===== src/rtl/cpu_ctrl_fsm.sv =====
`default_nettype none
// ============================================================================
// Module   : cpu_ctrl_fsm
// Brief    : Multi-cycle CPU control FSM (fetch/decode/exec/mem/writeback).
//            Optional mem_ack watchdog enabled by macro CTRL_TIMEOUT_EN.
// Revision : 1.0 - initial release
// ============================================================================
module cpu_ctrl_fsm #(
    parameter int TIMEOUT_CYCLES = 16
) (
    input  logic       clk,
    input  logic       rst,
    input  logic       run,
    input  logic       inst_add,
    input  logic       inst_sub,
    input  logic       inst_or,
    input  logic       inst_and,
    input  logic       inst_beq,
    input  logic       inst_lw,
    input  logic       inst_sw,
    input  logic       alu_zero,
    input  logic       mem_ack,
    output logic       imem_req,
    output logic       dmem_req,
    output logic       dmem_we,
    output logic       ir_we,
    output logic       pc_we,
    output logic       pc_branch,
    output logic       reg_we,
    output logic       wb_mem,
    output logic [1:0] alu_op,
    output logic       illegal,
    output logic       timeout,
    output logic [2:0] state
);

    typedef enum logic [2:0] {
        S_IDLE  = 3'd0,
        S_FETCH = 3'd1,
        S_DEC   = 3'd2,
        S_EXEC  = 3'd3,
        S_MEM   = 3'd4,
        S_WB    = 3'd5,
        S_HALT  = 3'd6
    } state_t;

    state_t     r_state;
    state_t     w_next;
    logic [1:0] r_alu_op;
    logic       r_is_lw;
    logic       r_is_sw;
    logic       r_illegal;
    logic [1:0] w_exec_op;
    logic       w_flag_ok;
    logic       w_set_illegal;
    logic       w_wait_expired;

    if (TIMEOUT_CYCLES < 1) begin : g_timeout_range_unused
    end

    assign w_flag_ok = $onehot({inst_add, inst_sub, inst_or, inst_and,
                                inst_beq, inst_lw, inst_sw});

    always_comb begin
        w_exec_op = 2'b00;
        if (inst_sub || inst_beq) w_exec_op = 2'b01;
        else if (inst_or)         w_exec_op = 2'b10;
        else if (inst_and)        w_exec_op = 2'b11;
    end

    always_ff @(posedge clk or posedge rst) begin
        if (rst) r_state <= S_IDLE;
        else     r_state <= w_next;
    end

    // Operation and memory kind are captured on EXEC exit so alu_op and the
    // MEM/WB selects stay stable even if the decoder flags move on.
    always_ff @(posedge clk or posedge rst) begin
        if (rst) begin
            r_alu_op  <= 2'b00;
            r_is_lw   <= 1'b0;
            r_is_sw   <= 1'b0;
            r_illegal <= 1'b0;
        end else begin
            if (r_state == S_EXEC) begin
                r_alu_op <= w_exec_op;
                r_is_lw  <= inst_lw;
                r_is_sw  <= inst_sw;
            end
            if (w_set_illegal) r_illegal <= 1'b1;
        end
    end

    always_comb begin
        w_next        = r_state;
        imem_req      = 1'b0;
        dmem_req      = 1'b0;
        dmem_we       = 1'b0;
        ir_we         = 1'b0;
        pc_we         = 1'b0;
        pc_branch     = 1'b0;
        reg_we        = 1'b0;
        wb_mem        = 1'b0;
        alu_op        = 2'b00;
        w_set_illegal = 1'b0;
        case (r_state)
            S_IDLE: begin
                if (run) w_next = S_FETCH;
            end
            S_FETCH: begin
                imem_req = 1'b1;
                if (mem_ack) begin
                    ir_we  = 1'b1;
                    pc_we  = 1'b1;
                    w_next = S_DEC;
                end else if (w_wait_expired) begin
                    w_next = S_HALT;
                end
            end
            S_DEC: begin
                w_next = S_EXEC;
            end
            S_EXEC: begin
                if (!w_flag_ok) begin
                    w_set_illegal = 1'b1;
                    w_next        = S_HALT;
                end else begin
                    alu_op = w_exec_op;
                    if (inst_lw || inst_sw) begin
                        w_next = S_MEM;
                    end else if (inst_beq) begin
                        pc_we     = alu_zero;
                        pc_branch = alu_zero;
                        w_next    = run ? S_FETCH : S_IDLE;
                    end else begin
                        w_next = S_WB;
                    end
                end
            end
            S_MEM: begin
                dmem_req = 1'b1;
                dmem_we  = r_is_sw;
                alu_op   = r_alu_op;
                if (mem_ack) begin
                    if (r_is_lw) w_next = S_WB;
                    else         w_next = run ? S_FETCH : S_IDLE;
                end else if (w_wait_expired) begin
                    w_next = S_HALT;
                end
            end
            S_WB: begin
                reg_we = 1'b1;
                wb_mem = r_is_lw;
                alu_op = r_alu_op;
                w_next = run ? S_FETCH : S_IDLE;
            end
            S_HALT: begin
                w_next = S_HALT;
            end
            default: begin
                w_next = S_IDLE;
            end
        endcase
    end

`ifdef CTRL_TIMEOUT_EN
    localparam int C_CNT_W = $clog2(TIMEOUT_CYCLES + 1);

    logic [C_CNT_W-1:0] r_wait_cnt;
    logic               r_timeout;
    logic               w_waiting;

    assign w_waiting      = ((r_state == S_FETCH) || (r_state == S_MEM)) && !mem_ack;
    assign w_wait_expired = w_waiting &&
                            (r_wait_cnt == C_CNT_W'(TIMEOUT_CYCLES - 1));

    // Any state change restarts the count, so each FETCH/MEM visit gets a
    // full budget.
    always_ff @(posedge clk or posedge rst) begin
        if (rst) begin
            r_wait_cnt <= '0;
            r_timeout  <= 1'b0;
        end else begin
            if (w_next != r_state) r_wait_cnt <= '0;
            else if (w_waiting)    r_wait_cnt <= r_wait_cnt + 1'b1;
            if (w_wait_expired)    r_timeout  <= 1'b1;
        end
    end

    assign timeout = r_timeout;
`else
    assign w_wait_expired = 1'b0;
    assign timeout        = 1'b0;
`endif

    assign illegal = r_illegal;
    assign state   = r_state;

endmodule
`default_nettype wire

===== config.mk =====
export PLATFORM = sky130hd
export DESIGN_NAME = cpu_ctrl_fsm
export DESIGN_NICKNAME = d
export VERILOG_FILES = /design/src/rtl/cpu_ctrl_fsm.sv
export SDC_FILE = /design/constraint.sdc
export NUM_CORES = 1
export LEC_CHECK = 0
export CAP_MARGIN = 20
export CELL_PAD_IN_SITES_DETAIL_PLACEMENT = 0
export CELL_PAD_IN_SITES_GLOBAL_PLACEMENT = 1
export CORE_MARGIN = 2
export CORE_UTILIZATION = 33
export CTS_CLUSTER_DIAMETER = 40
export DETAILED_ROUTE_END_ITERATION = 12
export PLACE_DENSITY = 0.86
export SYNTH_ARGS = -nofsm -noshare
export SYNTH_HDL_FRONTEND = slang
export SYNTH_SLANG_ARGS = --single-unit
export TNS_END_PERCENT = 1

===== constraint.sdc =====
create_clock -name clk -period 9.15 [get_ports clk]
set_input_delay 1.83 -clock clk [delete_from_list [all_inputs] [get_ports clk]]
set_output_delay 1.83 -clock clk [all_outputs]
set_load 0.01 [all_outputs]

* Yosys cells after proc, flatten, opt, wreduce, memory -nomap -nowiden
Cells that the tools add are included.
** Word-level totals
- Flip-flop bits (word level) :: 8
- Bits of input ports :: 12
- Output and inout port bits :: 15
- Word-level logic and storage cells :: 54
** Operators by class
- $add $sub $neg :: 6
- Eq/ne operators :: 10
- Mux-type cells :: 28
- Reductions and logical operators :: 5
** Operators by type and width (number)
- 3-bit two-way mux :: 7
- 3-bit case mux with 7 select lines :: 1
- 1-bit two-way mux :: 14
- 3-bit equality test, second input constant :: 3
- 2-bit two-way mux :: 4
- 1-bit by 1-bit adder with 2-bit output :: 3
- 3-bit by 1-bit equality test with 1-bit output, second input constant :: 2
- 3-bit by 2-bit equality test with 1-bit output, second input constant :: 2
- 2-bit != test, second input constant :: 3
- 2-bit case mux with 2 select lines :: 1
- 2-bit by 1-bit adder with 3-bit output :: 1
- 2-bit by 2-bit adder with 3-bit output :: 1
- 3-bit adder :: 1
- 3-bit logical NOT :: 1
- 3-bit AND reduction :: 1
- 1-bit logical OR :: 2
- 1-bit case mux with 2 select lines :: 1
- 2-bit OR reduction :: 1

* Longest topological paths before layout
- Depth after elaboration :: 6
- Mapped depth :: 9

* Worst setup path after synthesis
OpenSTA, ideal clock, no wires.
- Kind :: input-to-output
- Start point :: input port inst_add
- End point :: output port alu_op[0]
- Arrival :: 4.375 ns
- Required time :: 7.320 ns
- Path slack :: 2.945 ns
- Stages on the path :: 9
- Path buffers :: 0
- Path through :: inv_1 fa_1 fa_1 fa_1 inv_1 fa_1 nor3_4 nand3b_1 o31ai_2
** Between the ends
- Word-level cells in the longest chain between the ends :: 5
** RTL lines
- start, declared :: line 14 : input logic inst_add,
- 2-bit by 1-bit adder with 3-bit output (implied by the code) :: line 61 : assign w_flag_ok = $onehot({inst_add, inst_sub, inst_or, inst_and,
- 3-bit adder (implied by the code) :: line 61
- 3-bit by 1-bit equality test with 1-bit output :: line 61
- 2-bit two-way mux :: line 124 : if (!w_flag_ok) begin
- 2-bit case mux with 2 select lines :: line 106 : case (r_state)
- end, declared :: line 31 : output logic [1:0] alu_op,
Every way passes these cells.

* Final worst setup path
- Start point :: input port inst_sub
- End point :: output port alu_op[0]
** Between the ends
- Word-level cells in the longest chain between the ends :: 6
- Elaborated cells between the ends (all ways) :: 8
- Those cells by class :: add/sub (3); eq/ne (1); mux (3); reduce/logical (1)
** RTL lines
- start, declared :: line 15 : input logic inst_sub,
- 1-bit by 1-bit adder with 2-bit output (implied by the code) :: line 61
- 2-bit by 1-bit adder with 3-bit output (implied by the code) :: line 61
- 3-bit adder (implied by the code) :: line 61
- 3-bit by 1-bit equality test with 1-bit output :: line 61
- 2-bit two-way mux * :: line 124
- 2-bit case mux with 2 select lines * :: line 106
Mark *: on every way between the ends. The rest lies on a longest branch, timed or not.

==> impl_metrics.yaml <==
route:
  routed_via_density: 4.67
  wire_per_inst_um: 11.0
  drt-pass1-iter-count: 4
  routed_wl_mm: 1.38
  ant_nets: 0
  drt-initial-drc-count: 3
  route.vias.total: 584
  drcViolationCount: 0
logic_synthesis:
  ys_seq_area_frac: 0.296
  syn_avg_cell_area_sq_um: 9.15
  yosysTopAreaCell: "dfrtp_1"
  synth_area_sq_um: 677
  ys_ff_latch: 8
  yosysWarnings: 0
  synth.distinct_cells: 31
  ys.flop_type: "dfrtp_1"
  async_reset_ff_frac: 1.00
  yosys.cell_count.top_type: "inv_1"
  synthTopCellsByArea: "dfrtp_1, fa_1, inv_1"
  synth_commonest_cells: "inv_1, dfrtp_1, o21ai_0"
  syn_inst: 74
  synth-edff-count: 0
  synth_top_area_frac: 0.296
  syn_nets: 90
floorplanning:
  die_area_sq_um: 2430
  die_height_um: 49.3
  rows: 16
  ios: 27
  die-width_um: 49.3
  start_util: 0.349
  core_sq_um: 1940
job:
  maxCapViolCount: 0
placed_design:
  dp_hpwl_mm: 1.15
  dp_slack_ns: 1.83
  gp_congestion: 0.759
  portBuffers: 25
critical_path:
  crit_top_cell: "fa_1"
  cp_num_buf_inv: 4
  worstSetupEndpointType: "primary output"
  cpPeakStageDelay_ns: 0.57
  start_kind: "input port"
  cp_top_family: "adder cells"
  path_class: "in2out"
  crit-reg2reg-launch: "state[2]"
  required_ns: 7.32
  crit_start: "inst_sub"
  crit_fanout: 5
  slowest_stage: "clkdlybuf4s50_1"
  arrival_ns: 5.44
  crit_chain: "clkdlybuf4s50_1 -> inv_1 -> fa_1 -> fa_1 -> fa_1 -> inv_1 -> fa_1 -> nor3_4 -> nand3b_1 -> o31ai_2 -> clkdlybuf4s50_1"
clock_network:
  cts_setup_buffers: 0
  clkTransAtPathRegs_ns: 0.05
  clock_latency_ns: 0.25
  ctsRootBufferMaster: "clkbuf_4"
  postCtsResizedCells: 0
  cts_tree: "yes"
  cts_buffers: 3
  ctsHtreeMaxLevel: 1
  clk_path_buf_depth: 2
  cts_hold_buf: 0
  cts_sinks: 8
timing:
  hold_viol_final: 0
  final_max_slew_viol_count: 0
  setup_slack_ns: 1.88
  skew_ns: 0.00144
  finalSetupViolCount: 0
  fin_tns_setup_ns: 0
  min_period_ns: 7.27
  clock.fmax_mhz: 138
  fin_crit_sh: 0.794
  rsz0062_at_grt: "no"
global_routing:
  grt_usage: 0.126
  grt_pass1_wl_mm: 2.27
  grt_overflow: 0
  antenna_found_initial: 0
  grt_pass1_vias: 545
  grt_start_max_net_pins: 17
finish:
  nFillCells: 208
  drive_gt1_frac: 0.0918
  multiInputGateArea_sq_um: 383
  final_nets: 116
  diodes: 0
  seq_area_sq_um: 200
  area_growth_syn_to_layout_pct: 39.2
run_status:
  status: "finished clean"
worst_hold_path:
  worstHoldPathType: "reg2reg"
  hp-start: "r_is_sw"
pwr:
  p_leak_uw: 0.000426
  ir_drop_uv: 94.0
  power_density_nw_per_um2: 228
[metrics by stage]
stage	hold slack [ns]	total power, uW	area [sq um]	instances	utilization
floorplan	0.442	152	677	74	-
global placement	0.455	188	920	122	0.474
detailed placement	0.471	191	920	122	0.474
CTS	0.485	218	942	125	0.485
global route	0.508	235	942	125	0.485
finish	0.475	215	942	125	0.485
[layer usage]
metal | up-vias | routed length [um] | global-route usage
met4 | 0 | 21 | 0.100
met2 | 14 | 684 | 0.207
met3 | 2 | 44 | 0.00920
li1 | 296 | - | -
met1 | 272 | 626 | 0.149
met5 | - | 0 | 0
[cells by family after synthesis]
group / Yosys count / synth area share
compound gates: 19 / 0.203
fa+ha+maj: 4 / 0.118
buf+inv: 18 / 0.139
flops: 8 / 0.296
mux: 1 / 0.0166
other cells: 1 / 0.00554
simple gates: 23 / 0.222
[where the power goes]
group / internal, uW / switching [uW]
Sequential: 50.7 / 24.4
Combinational: 63.4 / 49.9
Clock: 15.0 / 11.7
[cell type report]
class                   instances  area share
repair buffers                 25       0.266
flip-flops and latches          8       0.212
clock buffers                   3      0.0239
well taps                      27      0.0359
multi-input cells              48       0.406
inverters                      14      0.0558
[registers in the layout, summed over array words and instances (netlist names)]
| name | cells |
|---|---|
| r_is_sw | 1 |
| r_is_lw | 1 |
| r_alu_op | 2 |
| state | 3 |
| illegal | 1 |
[path summary, 6_finish.rpt]
path	slack (ns)	cells after the start	endpoint
hold reg to reg	0.47	2	r_is_sw
hold / removal	0.47	2	r_is_sw
setup / recovery	1.88	11	alu_op[0]
min in group asynchronous	1.83	2	illegal
max in group asynchronous	7.08	2	state[0]
setup reg to reg	7.79	3	state[0]
[cell usage in the layout (no fill, tap or decap), types with 2 or more instances in the layout]
cell type and n:
dfrtp_1 8, clkbuf_4 3, a21o_1 2, and2_1 2, clkdlybuf4s50_1 25, and3_1 4
inv_1 13, o31ai_2 2, nand3_1 3, nor2_1 2, fa_1 4, nand3b_1 2
o21ai_0 7, nand2_1 4
[worst min-delay path, cell delays in order (launching register included)]
cell	delay, ns
dfrtp_1	0.34
nand2_1	0.04
o21ai_0	0.06
No activity file was read; power rests on OpenSTA's default activity.
